--- src/rtl/ble_cmd_rx_if.sv ---
// Signal bundle between the BLE UART receiver and its surroundings.
// The slave modport is the receiver's view. The master modport is the view of whoever drives RX and rider_off.
interface ble_cmd_rx_if;
  logic       RX;
  logic       rider_off;
  logic [7:0] rx_data;
  logic       rx_rdy;
  logic       frame_err;
  logic       pwr_up;

  modport slave (
    input  RX,
    input  rider_off,
    output rx_data,
    output rx_rdy,
    output frame_err,
    output pwr_up
  );

  modport master (
    output RX,
    output rider_off,
    input  rx_data,
    input  rx_rdy,
    input  frame_err,
    input  pwr_up
  );
endinterface

--- src/rtl/ble_cmd_rx.sv ---
// 8N1 UART receiver for the Segway BLE link, followed by the go/stop authorisation FSM.
// The authorisation FSM produces pwr_up from the received commands and the rider_off status.
module ble_cmd_rx #(
  parameter int         BAUD_DIV = 5208,
  parameter logic [7:0] GO_CMD   = 8'h67,
  parameter logic [7:0] STOP_CMD = 8'h73
) (
  input logic      clk,
  input logic      rst,
  ble_cmd_rx_if.slave bus
);

  localparam int CW = $clog2(BAUD_DIV + 1);
  localparam logic [CW-1:0] HALF_LOAD = CW'(BAUD_DIV / 2);
  // Reloading with BAUD_DIV-1 and expiring at 0 gives exactly BAUD_DIV cycles between samples.
  localparam logic [CW-1:0] FULL_LOAD = CW'(BAUD_DIV - 1);

  typedef enum logic [1:0] {IDLE, START, DATA, STOP} rxState_t;
  typedef enum logic [1:0] {OFF, PWR1, PWR2} authState_t;

  rxState_t   r_rxState;
  authState_t r_authState;

  logic          r_rx1, r_rx2, r_rx3;
  logic [CW-1:0] r_baudCnt;
  logic [2:0]    r_bitCnt;
  logic [7:0]    r_shift;
  logic [7:0]    r_rxData;
  logic          r_rxRdy;
  logic          r_frameErr;
  logic          r_pwrUp;

  logic w_fall;
  logic w_expired;

  assign w_fall    = r_rx3 & ~r_rx2;
  assign w_expired = (r_baudCnt == '0);

  assign bus.rx_data   = r_rxData;
  assign bus.rx_rdy    = r_rxRdy;
  assign bus.frame_err = r_frameErr;
  assign bus.pwr_up    = r_pwrUp;

  // The synchroniser is preset to the idle line level, so reset cannot create a false start edge.
  always_ff @(posedge clk or posedge rst) begin
    if (rst) begin
      r_rx1 <= 1'b1;
      r_rx2 <= 1'b1;
      r_rx3 <= 1'b1;
    end else begin
      r_rx1 <= bus.RX;
      r_rx2 <= r_rx1;
      r_rx3 <= r_rx2;
    end
  end

  always_ff @(posedge clk or posedge rst) begin
    if (rst) begin
      r_rxState  <= IDLE;
      r_baudCnt  <= '0;
      r_bitCnt   <= '0;
      r_shift    <= '0;
      r_rxData   <= '0;
      r_rxRdy    <= 1'b0;
      r_frameErr <= 1'b0;
    end else begin
      r_rxRdy    <= 1'b0;
      r_frameErr <= 1'b0;
      case (r_rxState)
        IDLE: begin
          if (w_fall) begin
            r_baudCnt <= HALF_LOAD;
            r_rxState <= START;
          end
        end
        START: begin
          if (w_expired) begin
            if (r_rx2) begin
              r_rxState <= IDLE;
            end else begin
              r_baudCnt <= FULL_LOAD;
              r_bitCnt  <= 3'd7;
              r_rxState <= DATA;
            end
          end else begin
            r_baudCnt <= r_baudCnt - CW'(1);
          end
        end
        DATA: begin
          if (w_expired) begin
            r_shift   <= {r_rx2, r_shift[7:1]};
            r_baudCnt <= FULL_LOAD;
            if (r_bitCnt == 3'd0) begin
              r_rxState <= STOP;
            end else begin
              r_bitCnt <= r_bitCnt - 3'd1;
            end
          end else begin
            r_baudCnt <= r_baudCnt - CW'(1);
          end
        end
        STOP: begin
          if (w_expired) begin
            if (r_rx2) begin
              r_rxData <= r_shift;
              r_rxRdy  <= 1'b1;
            end else begin
              r_frameErr <= 1'b1;
            end
            r_rxState <= IDLE;
          end else begin
            r_baudCnt <= r_baudCnt - CW'(1);
          end
        end
        default: r_rxState <= IDLE;
      endcase
    end
  end

  // PWR1 ignores rider_off except on a STOP byte. PWR2 drops out on rider_off alone, and rider_off beats GO.
  always_ff @(posedge clk or posedge rst) begin
    if (rst) begin
      r_authState <= OFF;
      r_pwrUp     <= 1'b0;
    end else begin
      case (r_authState)
        OFF: begin
          if (r_rxRdy && (r_rxData == GO_CMD)) begin
            r_authState <= PWR1;
            r_pwrUp     <= 1'b1;
          end
        end
        PWR1: begin
          if (r_rxRdy && (r_rxData == STOP_CMD)) begin
            if (bus.rider_off) begin
              r_authState <= OFF;
              r_pwrUp     <= 1'b0;
            end else begin
              r_authState <= PWR2;
            end
          end
        end
        PWR2: begin
          if (bus.rider_off) begin
            r_authState <= OFF;
            r_pwrUp     <= 1'b0;
          end else if (r_rxRdy && (r_rxData == GO_CMD)) begin
            r_authState <= PWR1;
          end
        end
        default: begin
          r_authState <= OFF;
          r_pwrUp     <= 1'b0;
        end
      endcase
    end
  end

endmodule

--- src/flat_wrapper.sv ---
// flat-port wrapper written by rule: the top's interface ports become plain ports
module ble_cmd_rx_flat 
#(
  parameter int         BAUD_DIV = 5208,
  parameter logic [7:0] GO_CMD   = 8'h67,
  parameter logic [7:0] STOP_CMD = 8'h73
)
  (clk, rst, bus_RX, bus_rider_off, bus_rx_data, bus_rx_rdy, bus_frame_err, bus_pwr_up);
  ble_cmd_rx_if bus_i ();
  input logic clk;
  input logic rst;
  input wire logic [$bits(bus_i.RX)-1:0] bus_RX;
  input wire logic [$bits(bus_i.rider_off)-1:0] bus_rider_off;
  output wire logic [$bits(bus_i.rx_data)-1:0] bus_rx_data;
  output wire logic [$bits(bus_i.rx_rdy)-1:0] bus_rx_rdy;
  output wire logic [$bits(bus_i.frame_err)-1:0] bus_frame_err;
  output wire logic [$bits(bus_i.pwr_up)-1:0] bus_pwr_up;
  assign bus_i.RX = bus_RX;
  assign bus_i.rider_off = bus_rider_off;
  assign bus_rx_data = bus_i.rx_data;
  assign bus_rx_rdy = bus_i.rx_rdy;
  assign bus_frame_err = bus_i.frame_err;
  assign bus_pwr_up = bus_i.pwr_up;
  ble_cmd_rx #(.BAUD_DIV(BAUD_DIV), .GO_CMD(GO_CMD), .STOP_CMD(STOP_CMD)) u_core (.clk(clk), .rst(rst), .bus(bus_i));
endmodule
--- config.mk ---
export PLATFORM = sky130hd
export DESIGN_NAME = ble_cmd_rx_flat
export DESIGN_NICKNAME = d
export VERILOG_FILES = /design/src/rtl/ble_cmd_rx_if.sv /design/src/rtl/ble_cmd_rx.sv /design/src/flat_wrapper.sv
export SDC_FILE = /design/constraint.sdc
export NUM_CORES = 1
export LEC_CHECK = 0
export ABC_AREA = 1
export BUFFER_PORTS_ARGS = -buffer_cell sky130_fd_sc_hd__buf_2
export CAP_MARGIN = 0
export CORE_ASPECT_RATIO = 0.9
export CORE_UTILIZATION = 52
export CTS_BUF_LIST = sky130_fd_sc_hd__clkbuf_8
export CTS_CLUSTER_DIAMETER = 40
export CTS_CLUSTER_SIZE = 28
export DETAILED_ROUTE_END_ITERATION = 16
export HOLD_SLACK_MARGIN = 0.12
export PLACE_DENSITY = 0.8
export SYNTH_ARGS = -nofsm -noshare
export SYNTH_HDL_FRONTEND = slang
export SYNTH_SLANG_ARGS = --single-unit
--- constraint.sdc ---
create_clock -name clk -period 4.65 [get_ports clk]
set_clock_uncertainty 0.1 [all_clocks]
set_input_delay 0.2325 -clock clk [delete_from_list [all_inputs] [get_ports clk]]
set_output_delay 0.2325 -clock clk [all_outputs]
set_load 0.1 [all_outputs]
==> results of run 1 <==
## layer usage
metal	up-vias	track usage [%]	share of wire (%)
met5	-	0	0
met1	927	31.8	49
li1	1052	-	-
met4	0	7.64	1.6
met3	9	3.98	3.8
met2	40	32.7	46
## power breakdown
part | total, mW | internal, mW | switching [mW] | leakage [nW]
clock | 0.246 | 0.107 | 0.139 | 0.0408
sequential | 0.489 | 0.427 | 0.0616 | 0.545
combinational | 0.622 | 0.202 | 0.420 | 0.824
total | 1.36 | 0.737 | 0.621 | 1.41
## cell usage after synthesis, types with 2 or more instances
| cell | n |
|---|---|
| a21oi_1 | 5 |
| a21oi_2 | 2 |
| buf_6 | 2 |
| dfrtp_1 | 39 |
| dfstp_2 | 3 |
| ha_1 | 13 |
| inv_1 | 45 |
| inv_2 | 3 |
| nand2_1 | 93 |
| nand2_2 | 4 |
| nand2_4 | 2 |
| nand3_1 | 20 |
| nand3b_1 | 3 |
| nand4_1 | 5 |
| nor2_1 | 39 |
| nor2_2 | 4 |
| nor2_4 | 3 |
| nor3_1 | 2 |
| o21ai_0 | 11 |
| o21ai_2 | 16 |
## stage by stage
stage          hold WS, ps  area [sq um]  setup WS (ps)  power, mW
2_1_floorplan          137          2530           2850      0.992
3_3_place_gp           239          2660           2820       1.10
3_5_place_dp           241          2660           2810       1.12
4_1_cts                186          2770           2770       1.36
5_1_grt                223          2770           2570       1.49
6_report               188          2770           2790       1.36
## worst min-delay path, cell delays in order
cell and delay [ps]:
buf_2 80, inv_1 50, nand2_1 50, nand2_1 40
nand3_1 60, nand2_1 40
## final timing paths
path	start	endpoint	slack, ps	cells past startpoint
setup / recovery	u_core.r_rxState[0]	u_core.r_baudCnt[4]	2790	8
hold / removal	bus_rider_off	u_core.r_authState[1]	190	6
max in group asynchronous	rst	u_core.r_rx3	3590	4
setup reg to reg	u_core.r_rxState[0]	u_core.r_baudCnt[4]	2790	8
min in group asynchronous	rst	u_core.r_authState[1]	490	4
hold reg to reg	u_core.r_rx1	u_core.r_rx2	260	0
## kinds of logic after synthesis
group           Yosys count  share of synthesized area, %
simple gates            181                          33.5
flops                    42                          41.6
xor+xnor                  1                         0.346
buf+inv                  52                          8.44
compound gates           35                          9.68
fa+ha+maj                13                          6.42
## final cells by class
class                           instances  share of cell area [%]
Clock buffer                            5                    2.48
Timing Repair Buffer                   17                    3.52
Inverter                               49                    6.72
Sequential cell                        42                    38.0
Clock inverter                          3                   0.857
Multi-Input combinational cell        230                    45.6
Tap cell                               62                    2.80
## sequential cells by signal, indices dropped and copies added (netlist names), named ones only
register	count
u_core.bus.pwr_up	1
u_core.r_rx1	1
u_core.bus.rx_rdy	1
u_core.r_bitCnt	3
u_core.r_baudCnt	13
u_core.r_rx3	1
u_core.r_authState	2
u_core.r_shift	8
u_core.r_rx2	1
u_core.r_rxState	1
u_core.bus.rx_data	8
u_core.bus.frame_err	1
## repair_timing
item | in CTS | in global routing
hold buffers | 2 | 0
setup endpoints to repair | 0 | 0
hold endpoints to repair | 40 | 0
==> flow_summary.ini, run 1 <==
[sta]
slew_viol_final = 0
hold_viol = 0
rsz0062_at_grt = no
relSlewSlack_pct = 65.8
min_period_ps = 1860
setup_violations = 0
setup_tns_ps = 0
finalCritPeriodShare_pct = 40.1
fmax_ghz = 0.536
worst_pin_slew_ps = 513

[grt]
grt_pass1_wl_mm = 8.29
antenna_found_initial = 0
grt_overflow = 0
grt_max_degree = 43
grt_pass1_vias = 1822
track_usage_pct = 21.8

[place]
numPortBuffers = 14
routabilityCongestion = 0.816
dp_hpwl_mm = 3.61
dp_cells = 398

[die]
die_w_microns = 75.6
dieArea_sq_um = 5160
initial_core_util_pct = 55.4
die_h_microns = 68.2
core_sq_um = 4580
ios = 15
row_count = 23

[final_layout]
nets = 362
num_antenna_cells = 0
fin_cells = 408
final_layout_size_suffix_gt1_share_pct = 19.4
final_cell_mix = nand2_1 (93), inv_1 (45), nor2_1 (39), dfrtp_1 (39), nand3_1 (20)
multi_input_area_sq_um = 1260
regArea_sq_um = 1050
nFillCells = 388
area_growth_pct = 9.48
post-route-util_pct = 60.6
layout_commonest_cell = nand2_1

[route]
final_antenna_net_count = 0
vias = 2028
route.detailed.drc = 0
wire_per_inst_microns = 11.8
viasPerCell = 4.97
wl_mm = 4.79
drt_iter0_markers = 121
firstDrtPassIters = 4

[cts]
cts.htree.levels = 2
clk_transition_reported_paths_ps = 90
numCtsBuffers = 5
cts.sinks = 42
cts_tree = yes
cts.path.max_buffers = 2
cts_root_buffer = clkbuf_8
insertion_delay_ps = 300
ctsResizeCount = 0
post_cts_buffers = 0

[yosys]
synth-seq-cells = 42
yosys-top-cells-area = dfrtp_1 (39%), nand2_1 (14%), inv_1 (6.7%)
synthArstFlopShare_pct = 100
synth_area_sq_um = 2530
synth_cells = 324
yosysTopAreaCell = dfrtp_1
synth_ff_type = dfrtp_1
yosysWarnings = 0
yosysSeqAreaShare_pct = 41.6
syn_nets = 341
synth_top_cell_area_share_pct = 38.5
syn_area_per_cell_sq_um = 7.82
synth_edf_count = 0
synth.distinct_cells = 30

[power]
total_leakage_power_nw = 1.41
p_per_area_nw_per_um2 = 489
ir_drop_v = 0.000371

[critical_path]
required_ps = 4730
cp.arrival_ps = 1950
cp_slowest_cell = dfrtp_1
crit_type = reg2reg
path_cells = inv_1, ha_1, nor2_1, inv_1, o21ai_0, nand2_1, nand2_1, o21ai_0
crit_family = flip-flops
critPathLaunchType = register
slowest_delay_ps = 440
end_kind = register
path_max_fanout = 5
path_buf_inv = 2

[run]
maxCapViolCount = 0

[run_status]
status = complete, no violations

[worst_hold_path]
hold_path_class = in2reg
Power figures use the tool's default switching activity.
==> run 2: changes to the inputs <==
==> constraint.sdc (replaced) <==
create_clock -name clk -period 1.85 [get_ports clk]
set_clock_uncertainty 0.1 [all_clocks]
set_input_delay 0.0925 -clock clk [delete_from_list [all_inputs] [get_ports clk]]
set_output_delay 0.0925 -clock clk [all_outputs]
set_load 0.1 [all_outputs]
==> run 2 against run 1 <==
  * Sequential cell count unchanged
  * Global-route usage down 1.2 points
  * Critical path depth down 1
  * Combinational power rose to 2.8 times the previous value
  * Final area up 3.2%
  * Largest cell class unchanged
  * Non-clock buffer count up 5
  * First-iteration DRC count down 5.8%
  * Power rose to 2.6 times the previous value
==> flow_summary.ini, run 2 (synthesis results as in run 1) <==
[run_status]
status = complete, no violations

[critical_path]
crit_type = reg2reg
path_max_fanout = 5
required_ps = 1950
cp_slowest_cell = dfrtp_1
worst-r2r-cell-count = 7
r2r_setup_slack_ps = 150
cp.arrival_ps = 1800
critPathLaunchType = register
crit_family = flip-flops
crit_path_frequent_cell = nand2_1
end_kind = register
slowest_delay_ps = 420
path_buf_inv = 1
reg2reg_to = u_core.r_bitCnt[2]
cp.depth = 7
path_cells = inv_1, ha_1, o21ai_1, a21oi_4, nand2_2, nand2_1, nand2_1
r2r-start = u_core.r_rxState[0]

[grt]
grt_max_degree = 43
grt_pass1_wl_mm = 7.89
grt_pass1_vias = 1842
antenna_found_initial = 0
track_usage_pct = 20.7
grt_overflow = 0

[final_layout]
largest_reg_flops = 13
top_register = u_core.r_baudCnt
layout_commonest_cell = nand2_1
multi_input_area_sq_um = 1310
area_growth_pct = 12.9
final_cell_mix = nand2_1 (92), inv_1 (44), dfrtp_1 (39)
num_antenna_cells = 0
regArea_sq_um = 1050
post-route-util_pct = 62.5
nFillCells = 370
final_layout_size_suffix_gt1_share_pct = 22.2
nets = 367
fin_area_sq_um = 2860

[route]
drt_iter0_markers = 114
final_antenna_net_count = 0
route.detailed.drc = 0
wl_mm = 4.84
firstDrtPassIters = 4
vias = 2027
viasPerCell = 4.91
wire_per_inst_microns = 11.7

[sta]
relSlewSlack_pct = 64.8
finalCritPeriodShare_pct = 92.0
hold_viol = 0
slew_viol_final = 0
fmax_ghz = 0.587
setup_violations = 0
worst_pin_slew_ps = 528
min_period_ps = 1700

[cts]
cts.sinks = 42
insertion_delay_ps = 300
cts_tree = yes
clk_transition_reported_paths_ps = 90
cts.path.max_buffers = 2
numCtsBuffers = 5
cts_root_buffer = clkbuf_8
cts.htree.levels = 2

[worst_hold_path]
hp-start = u_core.r_rx1
min_path_cells = 0
whs_endpoint = u_core.r_rx2
hold_path_class = reg2reg

[power]
pwr-share-seq_pct = 34.5
total_leakage_power_nw = 1.45
p_total_mw = 3.55
switching_share_pct = 45.9
power.share.clock_pct = 17.3
p_int_mw = 1.92
p_per_area_nw_per_um2 = 1240
netSwitchingPower_mw = 1.63
ir_drop_v = 0.00104
power.share.combinational_pct = 48.3

[die]
die_w_microns = 75.6
ios = 15
initial_core_util_pct = 55.4
row_count = 23
dieArea_sq_um = 5160
core_sq_um = 4580
die_h_microns = 68.2

[run]
maxCapViolCount = 0

[place]
routabilityCongestion = 0.877
numPortBuffers = 14
dpl_cell_area_sq_um = 2690
dp_hpwl_mm = 3.50
==> run 2: cell count changes in the layout (fill, tap and decap cells not counted), sizes merged <==
| cell | delta |
|---|---|
| buf | +4 |
| dlygate4sd3 | +1 |
==> run 2: power by group through the flow <==
| stage | registers [mW] | clock network (mW) | logic, mW |
|---|---|---|---|
| 2_1_floorplan | 1.28 | 0 | 1.21 |
| 3_3_place_gp | 1.23 | 0 | 1.55 |
| 3_5_place_dp | 1.24 | 0 | 1.60 |
| 4_1_cts | 1.22 | 0.636 | 1.62 |
| 5_1_grt | 1.25 | 0.661 | 1.95 |
| 6_report | 1.22 | 0.613 | 1.72 |
==> run 2: per-layer routing <==
layer  wire (microns)  global-route usage [%]
met1             2390                    28.0
met2             2230                    32.8
met3              162                    5.60
met4               57                    5.32
met5                0                       0
==> run 2: worst reg2reg max path, delay by kind of cell (launching register included) <==
| family | cells | cell delay [ps] |
|---|---|---|
| AO/OA/AOI/OAI | 2 | 340 |
| adder cells (fa/ha/maj) | 1 | 410 |
| buffers and inverters | 1 | 120 |
| flip-flops | 1 | 420 |
| AND/OR/NAND/NOR | 3 | 200 |
==> run 2: worst max path at each step <==
stage | end | start | slack, ps
finish | u_core.r_bitCnt[2] | u_core.r_rxState[0] | 150
detailed placement | u_core.r_baudCnt[4] | u_core.r_rxState[0] | 100
global placement | u_core.r_shift[7] | u_core.r_baudCnt[0] | 140
floorplan | u_core.bus.pwr_up | u_core.bus.rx_data[1] | 50
global route | u_core.r_bitCnt[0] | u_core.r_baudCnt[0] | -4
CTS | u_core.r_baudCnt[4] | u_core.r_rxState[0] | 60
==> run 2: final cells by class <==
| type | count | area share, % |
|---|---|---|
| clock buffers | 5 | 2.40 |
| clock inverters | 3 | 0.831 |
| inverters | 49 | 6.52 |
| multi-input cells | 230 | 45.9 |
| flip-flops and latches | 42 | 36.9 |
| well taps | 62 | 2.71 |
| repair buffers | 22 | 4.81 |
==> run 2: what timing repair did <==
item                                   4_1_cts  5_1_grt
hold buffers                                 3        0
setup buffers                                0        0
endpoints found under the hold margin       42        0
setup endpoints to repair                    0       17
resized for setup                            0       13
==> run 2: per-stage QoR <==
step	setup TNS [ps]	hold WS [ps]	cells	setup slack (ps)
detailed placement	0	98.9	402	103
global route	-4.94	262	413	-3.53
finish	0	259	413	147
global placement	0	99.0	402	140
floorplan	0	-3.02	324	49.3
CTS	0	261	413	62.7
